### src/rtl/dmem_responder.sv
`default_nettype none
// ============================================================================
//  Module   : dmem_responder
//  Purpose  : Data-memory responder for a single-cycle CPU: word RAM plus an
//             MMIO window with a TX stream FIFO and a loadable cycle counter.
//  Revision : 1.0 - initial release
// ============================================================================
module dmem_responder #(
    parameter int          RAM_WORDS  = 64,
    parameter int          FIFO_DEPTH = 8,
    parameter logic [31:0] MMIO_BASE  = 32'hFFFF_0000
) (
    input  logic        clk,
    input  logic        reset,
    input  logic        memwrite,
    input  logic [31:0] addr,
    input  logic [31:0] writedata,
    output logic [31:0] readdata,
    output logic        out_valid,
    output logic [31:0] out_data,
    input  logic        out_ready
);

    localparam int                   c_RAM_AW     = $clog2(RAM_WORDS);
    localparam int                   c_FIFO_AW    = $clog2(FIFO_DEPTH);
    localparam logic [15:0]          c_OFF_TXDATA = 16'h0000;
    localparam logic [15:0]          c_OFF_STATUS = 16'h0004;
    localparam logic [15:0]          c_OFF_CYCLE  = 16'h0008;
    localparam logic [c_FIFO_AW:0]   c_FIFO_FULL  = (c_FIFO_AW + 1)'(FIFO_DEPTH);

    logic [31:0]           r_ram  [RAM_WORDS];
    logic [31:0]           r_fifo [FIFO_DEPTH];
    logic [c_FIFO_AW-1:0]  r_wptr;
    logic [c_FIFO_AW-1:0]  r_rptr;
    logic [c_FIFO_AW:0]    r_count;
    logic                  r_ovf;
    logic [31:0]           r_cycle;

    logic                  w_is_mmio;
    logic [15:0]           w_off;
    logic [c_RAM_AW-1:0]   w_ram_idx;
    logic                  w_sel_tx;
    logic                  w_sel_status;
    logic                  w_sel_cycle;
    logic                  w_full;
    logic                  w_empty;
    logic                  w_pop;
    logic                  w_push;
    logic                  w_ovf_set;
    logic                  w_ovf_clr;
    logic [7:0]            w_count8;

    assign w_is_mmio    = (addr >= MMIO_BASE);
    assign w_off        = addr[15:0];
    assign w_ram_idx    = addr[c_RAM_AW+1:2];
    assign w_sel_tx     = w_is_mmio && (w_off == c_OFF_TXDATA);
    assign w_sel_status = w_is_mmio && (w_off == c_OFF_STATUS);
    assign w_sel_cycle  = w_is_mmio && (w_off == c_OFF_CYCLE);

    assign w_full    = (r_count == c_FIFO_FULL);
    assign w_empty   = (r_count == '0);
    assign w_count8  = 8'(r_count);
    assign w_pop     = !w_empty && out_ready;
    // A full FIFO still accepts a push when the head leaves in the same cycle.
    assign w_push    = memwrite && w_sel_tx && (!w_full || w_pop);
    assign w_ovf_set = memwrite && w_sel_tx && w_full && !w_pop;
    assign w_ovf_clr = memwrite && w_sel_status && writedata[2];

    assign out_valid = !w_empty;
    assign out_data  = w_empty ? '0 : r_fifo[r_rptr];

    always_comb begin
        readdata = '0;
        if (!w_is_mmio) begin
            readdata = r_ram[w_ram_idx];
        end else if (w_sel_status) begin
            readdata = {16'h0000, w_count8, 5'b00000, r_ovf, w_empty, w_full};
        end else if (w_sel_cycle) begin
            readdata = r_cycle;
        end
    end

    // Storage arrays carry no reset; occupancy is governed by r_count alone.
    always_ff @(posedge clk) begin
        if (memwrite && !w_is_mmio) begin
            r_ram[w_ram_idx] <= writedata;
        end
    end

    always_ff @(posedge clk) begin
        if (w_push) begin
            r_fifo[r_wptr] <= writedata;
        end
    end

    always_ff @(posedge clk or negedge reset) begin
        if (!reset) begin
            r_wptr  <= '0;
            r_rptr  <= '0;
            r_count <= '0;
            r_ovf   <= 1'b0;
            r_cycle <= '0;
        end else begin
            if (w_push) begin
                r_wptr <= r_wptr + c_FIFO_AW'(1);
            end
            if (w_pop) begin
                r_rptr <= r_rptr + c_FIFO_AW'(1);
            end
            case ({w_push, w_pop})
                2'b10:   r_count <= r_count + (c_FIFO_AW + 1)'(1);
                2'b01:   r_count <= r_count - (c_FIFO_AW + 1)'(1);
                default: r_count <= r_count;
            endcase
            if (w_ovf_set) begin
                r_ovf <= 1'b1;
            end else if (w_ovf_clr) begin
                r_ovf <= 1'b0;
            end
            r_cycle <= (memwrite && w_sel_cycle) ? writedata : r_cycle + 32'd1;
        end
    end

endmodule
`default_nettype wire
### config.mk
export PLATFORM = sky130hd
export DESIGN_NAME = dmem_responder
export DESIGN_NICKNAME = d
export VERILOG_FILES = /design/src/rtl/dmem_responder.sv
export SDC_FILE = /design/constraint.sdc
export NUM_CORES = 2
export LEC_CHECK = 0
export BUFFER_PORTS_ARGS = -buffer_cell sky130_fd_sc_hd__buf_4
export CAP_MARGIN = 15
export CORE_UTILIZATION = 55
export DETAILED_ROUTE_END_ITERATION = 10
export PLACE_DENSITY_LB_ADDON = 0.1
export SETUP_SLACK_MARGIN = 0.1
export SLEW_MARGIN = 20
export SYNTH_ARGS = -nofsm -noshare
export SYNTH_HDL_FRONTEND = slang
export SYNTH_SLANG_ARGS = --single-unit
### constraint.sdc
create_clock -name clk -period 12.9 [get_ports clk]
set_clock_uncertainty 0.1 [all_clocks]
set_input_delay 1.935 -clock clk [delete_from_list [all_inputs] [get_ports clk]]
set_output_delay 1.935 -clock clk [all_outputs]
set_load 0.01 [all_outputs]
==> reports/results.txt <==
fin crit share: 63.8%
most used cell, CP: buf_4
Max transition margin: 21.9%
fraction of layout cells with a size suffix above 1: 25.8%
number of global-route vias before repair: 44800
slowest stage delay, CP: 780 ps
number of DRC violations after detailed-routing iteration 0: 6415
# port buffers: 132
mapped cell area: 0.0910 mm²
final worst path period need: 8230 ps
PwrDens: 162 mW/mm²
dpl hpwl: 136 mm
area delta synth->final: 12.8%
Critical-path top delay cell: a21oi_1
synthesized flop and latch total: 2347
Starting Density: 55.7%
Mapped Cells: 4276
GP Congestion: 0.883
pin count of the biggest net entering global routing: 89
grt total ovfl: 0
setup TNS: 0 ps
commonest non-fill, non-tap cell in the layout: edfxtp_1
Mean Syn Cell Area: 21.3 µm²
first-pass GRT wire length: 344 mm
IO Pins: 133
number of synthesized flops with an enable pin: 2304
# setup viols final: 0
f_max: 121 MHz
min-delay worst type: reg2reg
CTS sink cnt: 2347
Die Y: 409 µm
crit-path max FO: 66
worst setup margin: 4670 ps
Final Hold Viols: 0
Inserted Clock Buffers: 227
Max-cap violations: 0
DR WL/cell: 35.7 µm
root buffer cell: clkbuf_16
Netlist cell types: 62
post-synth top area share: 76.0%
Post-CTS Setup Bufs: 0
Synth Flop Type: edfxtp_1
Setup crit start kind: input pin
CP Capture Type: primary output
outcome: completed
leading area contributor after synthesis: edfxtp_1
clock transition at the registers of the reported paths: 60 ps
Worst VDD drop: 0.000154 V
Worst Path Class, Setup: in2out
Post-Syn Nets: 4350
worst hold slack: 456 ps
Hold Buf Count CTS: 0
most frequent cells in the layout: edfxtp_1 (2304), mux4_2 (514), mux2i_1 (279), buf_4 (261), clkbuf_16 (230)
reg2reg setup slack: 9500 ps
asr flop ratio synth: 1.83%
die footprint: 0.167 mm²
Total Wirelength: 247 mm
Worst-Skew Late Latency: 870 ps
post-route ant nets: 0
total core area: 0.164 mm²
pre-CTS WS: 4320 ps
final net count: 4610
Worst Tran Pin Value: 1170 ps
GRT Util Overall: 29.8%
Synth area leaders: edfxtp_1 (76%), mux4_2 (13%), mux2i_1 (3.1%), dfrtp_1 (1.2%), nor2_1 (0.72%)
Worst EP required: 10860 ps
RSZ-0062 raised after global routing: no
Yosys warning total: 0
Pre-antenna DRT Iters: 6
initial antenna violation count: 15
CTS max path bufs: 3
Rows: 148
DR vias: 45600
Pleak: 0.0328 µW
final core occ: 62.8%
critical-path cell list: buf_8 > buf_4 > buf_4 > mux4_2 > nor2b_1 > a211oi_1 > a211oi_1 > a21oi_1 > a31oi_1 > buf_4
Worst EP arrival: 6200 ps
sequential fraction of the synthesis area: 77.2%
PostCTS Resize Cnt: 0
vias per cell: 6.60
CTS tree: built
# DRC: 0
Layout fillers: 11200
H-tree depth: 4
Pins Over Slew Limit: 0
Chip Width: 409 µm
==> cells in the mapped netlist (38+ instances only) <==
library cell  number
nor3_1            44
o22ai_1           65
a21oi_1           88
mux2i_1          280
mux4_2           514
a22oi_1           51
edfxtp_1        2304
buf_4             38
nand3_1           64
clkbuf_1          92
a211oi_1          52
buf_2             75
dfrtp_1           43
nor2_1           174
nand2_1           87
==> final timing paths <==
path / cells past startpoint / start / to
min: 1 / r_cycle[0]$_DFF_PN0_ / r_cycle[0]$_DFF_PN0_
max: 10 / addr[4] / readdata[8]
max reg2reg: 12 / r_count[2]$_DFFE_PN0P_ / r_count[3]$_DFFE_PN0P_
min in group asynchronous: 1 / reset / r_rptr[0]$_DFFE_PN0P_
max in group asynchronous: 1 / reset / r_rptr[0]$_DFFE_PN0P_
min reg2reg: 1 / r_cycle[0]$_DFF_PN0_ / r_cycle[0]$_DFF_PN0_
==> report_power, final <==
part | switching (µW) | internal [µW]
Combinational | 880 | 616
Clock | 2810 | 3780
Sequential | 83.2 | 8430
==> kinds of logic after synthesis <==
logic type      count (synthesis)  share of synthesized area [%]
fa+ha+maj                       6                         0.0907
flops                        2347                           77.2
compound gates                350                           2.52
simple gates                  484                           2.52
mux                           805                           15.9
xor+xnor                       37                          0.356
buf+inv                       247                           1.38
==> registers in the layout (all words and copies together), names as in the netlist <==
signal / count
r_ram: 2048
r_fifo: 256
r_cycle: 32
r_count: 4
r_rptr: 3
r_wptr: 3
r_ovf: 1
==> metal layers <==
| layer | wire (µm) | up-vias | track usage, % |
|---|---|---|---|
| met5 | 66 | - | 0 |
| met4 | 9810 | 10 | 11.2 |
| met3 | 24200 | 422 | 6.54 |
| met2 | 116000 | 2391 | 45.8 |
| met1 | 97100 | 24300 | 42.2 |
| li1 | - | 18400 | - |
==> cell type report <==
| cell class | instances | area, µm² | area share (%) |
|---|---|---|---|
| antenna | 6 | 15.0 | 0.0146 |
| clock buffer | 276 | 5950 | 5.80 |
| clock inverter | 148 | 1420 | 1.38 |
| inverter | 9 | 41.3 | 0.0402 |
| multi-input combinational | 1682 | 20100 | 19.6 |
| sequential | 2347 | 70300 | 68.5 |
| tap | 2175 | 2720 | 2.65 |
| timing repair buffer | 269 | 2100 | 2.05 |
==> stage by stage <==
stage,instances,area (µm²),power (µW)
after detailed placement,6481,95200,10200
final,6912,103000,16600
after CTS,6905,103000,16700
after global placement,6481,95200,10200
after floorplan,4276,91000,9490
after global routing,6906,103000,17000
==> worst max-delay path: cells and delay by family <==
kind	cells	cell delay [ps]
AOI/OAI and AO/OA	4	1470
buffers and inverters	4	2090
muxes	1	400
and+or+nand+nor	1	140
Note: power is estimated with default switching activity, not from simulation.
